==> src/rtl/wb_unit_if.sv <==
// Write-back unit bus: execute/memory-side inputs, register-file write port
// and issue-stage scoreboard outputs.
interface wb_unit_if #(
  parameter int DATA_W = 32,
  parameter int ADDR_W = 5
);
  logic                 alu_valid;
  logic [ADDR_W-1:0]    alu_rd;
  logic [DATA_W-1:0]    alu_data;
  logic                 ld_valid;
  logic                 ld_ready;
  logic [ADDR_W-1:0]    ld_rd;
  logic [DATA_W-1:0]    ld_data;
  logic                 issue_ld;
  logic [ADDR_W-1:0]    issue_rd;
  logic [2**ADDR_W-1:0] busy;
  logic                 stall_req;
  logic                 we;
  logic [ADDR_W-1:0]    waddr;
  logic [DATA_W-1:0]    wdata;

  modport slave (
    input  alu_valid, alu_rd, alu_data, ld_valid, ld_rd, ld_data, issue_ld, issue_rd,
    output ld_ready, busy, stall_req, we, waddr, wdata
  );

  modport master (
    output alu_valid, alu_rd, alu_data, ld_valid, ld_rd, ld_data, issue_ld, issue_rd,
    input  ld_ready, busy, stall_req, we, waddr, wdata
  );
endinterface

==> src/rtl/wb_unit.sv <==
// Register-file write-port owner: ALU results take priority, load responses
// queue in a small FIFO, and a busy scoreboard tracks outstanding loads.
module wb_unit #(
  parameter int DATA_W     = 32,
  parameter int ADDR_W     = 5,
  parameter int FIFO_DEPTH = 4
) (
  input  logic     clk,
  input  logic     rst,
  wb_unit_if.slave bus
);
  localparam int PTR_W = $clog2(FIFO_DEPTH);
  localparam int CNT_W = PTR_W + 1;
  localparam int NREG  = 2**ADDR_W;
  localparam logic [CNT_W-1:0] FULL_CNT = CNT_W'(FIFO_DEPTH);

  logic [ADDR_W-1:0] fifo_rd_q   [FIFO_DEPTH];
  logic [DATA_W-1:0] fifo_data_q [FIFO_DEPTH];
  logic [PTR_W-1:0]  wr_ptr_q, rd_ptr_q;
  logic [CNT_W-1:0]  count_q, count_d;
  logic [NREG-1:0]   busy_q, busy_d;
  logic              we_q, we_d;
  logic [ADDR_W-1:0] waddr_q, waddr_d;
  logic [DATA_W-1:0] wdata_q, wdata_d;
  logic              alu_win, enq, deq;
  logic [ADDR_W-1:0] head_rd;
  logic [DATA_W-1:0] head_data;

  assign head_rd   = fifo_rd_q[rd_ptr_q];
  assign head_data = fifo_data_q[rd_ptr_q];

  // An ALU result to x0 does not claim the port, so the FIFO may drain under it.
  assign alu_win = bus.alu_valid && (bus.alu_rd != '0);
  assign enq     = bus.ld_valid && bus.ld_ready;
  assign deq     = !alu_win && (count_q != '0);
  assign count_d = count_q + CNT_W'(enq) - CNT_W'(deq);

  assign bus.ld_ready  = rst && (count_q < FULL_CNT);
  assign bus.stall_req = (count_q == FULL_CNT);
  assign bus.busy      = busy_q;
  assign bus.we        = we_q;
  assign bus.waddr     = waddr_q;
  assign bus.wdata     = wdata_q;

  always_comb begin
    we_d    = 1'b0;
    waddr_d = '0;
    wdata_d = '0;
    busy_d  = busy_q;
    if (alu_win) begin
      we_d    = 1'b1;
      waddr_d = bus.alu_rd;
      wdata_d = bus.alu_data;
    end else if (deq && (head_rd != '0)) begin
      we_d            = 1'b1;
      waddr_d         = head_rd;
      wdata_d         = head_data;
      busy_d[head_rd] = 1'b0;
    end
    // A new issue to the same register outranks the clear of the older load.
    if (bus.issue_ld && (bus.issue_rd != '0)) begin
      busy_d[bus.issue_rd] = 1'b1;
    end
    busy_d[0] = 1'b0;
  end

  always_ff @(posedge clk or negedge rst) begin
    if (!rst) begin
      wr_ptr_q <= '0;
      rd_ptr_q <= '0;
      count_q  <= '0;
      busy_q   <= '0;
      we_q     <= 1'b0;
      waddr_q  <= '0;
      wdata_q  <= '0;
    end else begin
      if (enq) wr_ptr_q <= wr_ptr_q + PTR_W'(1);
      if (deq) rd_ptr_q <= rd_ptr_q + PTR_W'(1);
      count_q <= count_d;
      busy_q  <= busy_d;
      we_q    <= we_d;
      waddr_q <= waddr_d;
      wdata_q <= wdata_d;
    end
  end

  always_ff @(posedge clk) begin
    if (enq) begin
      fifo_rd_q[wr_ptr_q]   <= bus.ld_rd;
      fifo_data_q[wr_ptr_q] <= bus.ld_data;
    end
  end
endmodule

==> src/flat_wrapper.sv <==
// flat-port wrapper written by rule: the top's interface ports become plain ports
module wb_unit_flat 
#(
  parameter int DATA_W     = 32,
  parameter int ADDR_W     = 5,
  parameter int FIFO_DEPTH = 4
)
  (clk, rst, bus_alu_valid, bus_alu_rd, bus_alu_data, bus_ld_valid, bus_ld_rd, bus_ld_data, bus_issue_ld, bus_issue_rd, bus_ld_ready, bus_busy, bus_stall_req, bus_we, bus_waddr, bus_wdata);
  wb_unit_if #(.DATA_W(DATA_W), .ADDR_W(ADDR_W)) bus_i ();
  input  logic clk;
  input  logic rst;
  input wire logic [$bits(bus_i.alu_valid)-1:0] bus_alu_valid;
  input wire logic [$bits(bus_i.alu_rd)-1:0] bus_alu_rd;
  input wire logic [$bits(bus_i.alu_data)-1:0] bus_alu_data;
  input wire logic [$bits(bus_i.ld_valid)-1:0] bus_ld_valid;
  input wire logic [$bits(bus_i.ld_rd)-1:0] bus_ld_rd;
  input wire logic [$bits(bus_i.ld_data)-1:0] bus_ld_data;
  input wire logic [$bits(bus_i.issue_ld)-1:0] bus_issue_ld;
  input wire logic [$bits(bus_i.issue_rd)-1:0] bus_issue_rd;
  output wire logic [$bits(bus_i.ld_ready)-1:0] bus_ld_ready;
  output wire logic [$bits(bus_i.busy)-1:0] bus_busy;
  output wire logic [$bits(bus_i.stall_req)-1:0] bus_stall_req;
  output wire logic [$bits(bus_i.we)-1:0] bus_we;
  output wire logic [$bits(bus_i.waddr)-1:0] bus_waddr;
  output wire logic [$bits(bus_i.wdata)-1:0] bus_wdata;
  assign bus_i.alu_valid = bus_alu_valid;
  assign bus_i.alu_rd = bus_alu_rd;
  assign bus_i.alu_data = bus_alu_data;
  assign bus_i.ld_valid = bus_ld_valid;
  assign bus_i.ld_rd = bus_ld_rd;
  assign bus_i.ld_data = bus_ld_data;
  assign bus_i.issue_ld = bus_issue_ld;
  assign bus_i.issue_rd = bus_issue_rd;
  assign bus_ld_ready = bus_i.ld_ready;
  assign bus_busy = bus_i.busy;
  assign bus_stall_req = bus_i.stall_req;
  assign bus_we = bus_i.we;
  assign bus_waddr = bus_i.waddr;
  assign bus_wdata = bus_i.wdata;
  wb_unit #(.DATA_W(DATA_W), .ADDR_W(ADDR_W), .FIFO_DEPTH(FIFO_DEPTH)) u_core (.clk(clk), .rst(rst), .bus(bus_i));
endmodule
==> config.mk <==
export PLATFORM = sky130hd
export DESIGN_NAME = wb_unit_flat
export DESIGN_NICKNAME = d
export VERILOG_FILES = /design/src/rtl/wb_unit_if.sv /design/src/rtl/wb_unit.sv /design/src/flat_wrapper.sv
export SDC_FILE = /design/constraint.sdc
export NUM_CORES = 1
export LEC_CHECK = 0
export CORE_MARGIN = 1
export CORE_UTILIZATION = 49
export CTS_BUF_LIST = sky130_fd_sc_hd__clkbuf_4 sky130_fd_sc_hd__clkbuf_8
export DETAILED_ROUTE_END_ITERATION = 12
export PLACE_DENSITY = 0.81
export SYNTH_ARGS = -nofsm -noshare
export SYNTH_HDL_FRONTEND = slang
export SYNTH_SLANG_ARGS = --single-unit
==> constraint.sdc <==
create_clock -name clk -period 2.65 [get_ports clk]
set_input_delay 0.795 -clock clk [delete_from_list [all_inputs] [get_ports clk]]
set_output_delay 0.795 -clock clk [all_outputs]
set_load 0.02 [all_outputs]
==> results.md <==
- Outcome: completed
- Vias per cell: 5.51
- Crit start category: input pin
- Final Setup Violations: 0
- Layout fillers: 1,204
- Final min period: 2470 ps
- Initial antenna violation count: 0
- Gr usage total: 22.7%
- Yosys reg bits: 224
- Setup TNS: 0 ps
- CTS Root Cell: clkbuf_8
- Post-route cell area: 11,600 um^2
- Worst-path clk slew: 50 ps
- Die width: 136 um
- Fmax: 0.404 GHz
- Syn Nets: 672
- Overall power: 11,600 uW
- Distinct cells, synth: 37
- Max Cap Viol: 0
- Crit path from: bus_alu_rd[4]
- Pin count of the biggest net entering global routing: 77
- Slew Limit Fails: 0
- Number of I/O port buffers: 154
- GR Overflow Total: 0
- Yosys warnings: 0
- Post-route ant nets: 0
- Footprint of the multi-input gates: 2360 um^2
- Reg2reg setup slack: 260 ps
- Synth area leaders: edfxtp_1 50%, dfrtp_1 21%, mux4_2 9.1%, nor2_1 3.5%, nand2_1 2.9%
- CP Max Fanout: 2
- Share of cells above drive strength 1: 19.6%
- Post-DR wirelength/cell: 19.6 um
- Sequential share of the synthesized area: 71.6%
- CP max stage cell: clkdlybuf4s50_1
- Clock Latency Late Sink: 510 ps
- TritonCTS Buffers: 36
- Post-CTS Setup Inserts: 0
- Initial Util: 50.7%
- CTS HTree Levels: 2
- Via Count: 5,683
- Top-area cell type share of the netlist area: 50.1%
- Relative slew margins: 31.3%
- HPWL Detailed: 13,300 um
- CP cell instances: clkdlybuf4s50_1 > o31ai_2 > nand3_2 > clkinv_1 > ha_1 > inv_1 > ha_1 > inv_1 > fa_1 > xnor2_1 > xnor2_1
- Die area: 18,600 um^2
- Leak pwr: 0.00425 uW
- Chip Height: 136 um
- Final Hold Fails: 0
- Maximum vdd ir drop: 678 uV
- DR iter-0 viols: 351
- Gp weighted congestion: 0.829
- Post-DP Area: 10,900 um^2
- Area grow syn2layout: 30.9%
- Required time worst endpoint: 3040 ps
- Vias in the first global route: 6,052
- Area leader, netlist: edfxtp_1
- DR pass1 iterations: 5
- Top Ports: 156
- Core area: 17,500 um^2
- Rows: 48
- CTS Sinks: 224
- Final worst path period share: 93.4%
- Reg2reg start: u_core.count_q[1]
- Drt total wl: 20,300 um
- Cell Pwr Density: 997 nW/um^2
- Critical Path AT: 2860 ps
- # hold bufs at CTS: 0
- CP peak stage delay: 440 ps
- First-pass GRT wire length: 31,500 um
- Mapped cell area: 8860 um^2
- HP Class: in2async
- Max Clock Skew: 13.1 ps
- # DRC: 0
- FF+latch area: 6350 um^2
- Worst R2R End: u_core.count_q[2]
- WS Path Type: in2reg
- Crit. End Element: register
- Syn Inst Count: 581
- RSZ-0062 raised after global routing: no
- CTS max path bufs: 3
- Min Hold Slack: 554 ps
- TritonCTS clock tree: done
- Nets: 869
- Syn Area/Cell: 15.3 um^2
- Diode count: 0
- Slew @ Worst Pin: 1030 ps
- Worst R2R Path Depth: 10
==> placed cells by master, fill, tap and decap left out, types with 3 or more instances in the layout <==
cell type and count:
buf_4 30, nor2_1 82, inv_1 6, and3_2 4, clkdlybuf4s50_1 151, clkbuf_4 14
nor2b_1 18, xnor2_1 5, dfrtp_1 74, clkinv_2 3, edfxtp_1 148, ha_1 6
buf_12 4, or3b_2 4, clkinv_1 4, nand2_1 69, mux4_2 36, or3_1 4
o21ai_0 23, a31oi_1 31, clkbuf_8 44, nand3b_1 5, nor3_1 4, a22o_1 4
o21ai_2 10
==> state kept, by name, summed over array words and instances (netlist names) <==
name / flops
u_core.fifo_rd_q: 20
u_core.wr_ptr_q: 2
u_core.bus.busy: 31
u_core.bus.wdata: 32
u_core.rd_ptr_q: 2
u_core.bus.waddr: 5
u_core.bus.we: 1
u_core.count_q: 3
u_core.fifo_data_q: 128
==> what timing repair did <==
| action | CTS | global route |
|---|---|---|
| endpoints found under the hold margin | 0 | 0 |
| endpoints found under the setup margin | 2 | 0 |
| resized for setup | 2 | 0 |
==> synth_stat cells <==
| master | n |
|---|---|
| nor4_4 | 1 |
| ha_1 | 6 |
| a22o_1 | 4 |
| or2_4 | 1 |
| buf_6 | 4 |
| nand3_1 | 3 |
| o31a_1 | 1 |
| o32a_1 | 1 |
| nand2b_1 | 1 |
| buf_4 | 1 |
| and2_0 | 1 |
| buf_2 | 7 |
| or3b_2 | 4 |
| and3_1 | 4 |
| or2b_1 | 1 |
| nand2_1 | 69 |
| edfxtp_1 | 148 |
| buf_1 | 3 |
| nor3_1 | 4 |
| conb_1 | 1 |
| o21ai_0 | 24 |
| fa_1 | 1 |
| mux4_2 | 36 |
| clkbuf_1 | 13 |
| nand3b_1 | 5 |
| o31ai_1 | 1 |
| nor2b_1 | 18 |
| nor2_1 | 82 |
| nor3b_1 | 1 |
| inv_1 | 7 |
| dfrtp_1 | 76 |
| nand4_1 | 1 |
| xnor2_1 | 5 |
| a31oi_1 | 31 |
| o21ai_2 | 10 |
| or3_1 | 4 |
| mux4_1 | 1 |
==> layout make-up <==
cell class,count,area share [%]
Clock inverter,8,0.356
Timing Repair Buffer,187,15.8
Inverter,7,0.226
Multi-Input combinational cell,322,20.3
Clock buffer,58,6.13
Sequential cell,224,54.7
Tap cell,225,2.43
==> cells by family (layout without fill, tap and decap cells) <==
| logic type | after synthesis | after routing | synth area share, % |
|---|---|---|---|
| DFF | 224 | 224 | 71.6 |
| and+or+nand+nor | 200 | 200 | 10.2 |
| AOI/OAI and AO/OA | 72 | 72 | 5.22 |
| muxes | 37 | 37 | 9.44 |
| buffers and inverters | 35 | 260 | 1.96 |
| adders and majority gates | 7 | 7 | 1.07 |
| xor gates and xnor gates | 5 | 5 | 0.494 |
| other | 1 | 1 | 0.0423 |
==> routing by layer <==
layer,track usage [%],part of all wire (%),vias up
met5,0,0,-
met4,7.22,1.5,0
met3,5.59,7.4,25
met2,39.2,51,250
met1,28.1,40,2855
li1,-,-,2553
==> stage by stage <==
step / utilization, % / worst slack [ps] / std cells
2_1_floorplan: - / -12.7 / 581
3_3_place_gp: 62.1 / -287 / 965
3_5_place_dp: 62.1 / -339 / 965
4_1_cts: 66.4 / 194 / 1031
5_1_grt: 66.4 / 62.3 / 1031
6_report: 66.4 / 176 / 1031
==> worst max-delay path by stage <==
stage,slack [ps],endpoint,depth (start not counted)
6_report,180,u_core.count_q[2],11
3_3_place_gp,-290,u_core.count_q[2],11
5_1_grt,60,u_core.count_q[2],11
2_1_floorplan,-10,u_core.count_q[2],11
3_5_place_dp,-340,u_core.count_q[2],11
4_1_cts,190,u_core.count_q[2],11
==> power breakdown <==
part	leakage (uW)	switching, uW	internal (uW)
sequential	0.00225	395	4370
combinational	0.00161	1960	1860
clock	0.000397	1280	1700
==> critical path, delay by kind of cell <==
kind	cells	cell delay, ps
XOR/XNOR	2	270
adder cells (fa/ha/maj)	3	710
buffers and inverters	4	620
AO/OA/AOI/OAI	1	340
AND/OR/NAND/NOR	1	120
Power figures use the tool's default switching activity.
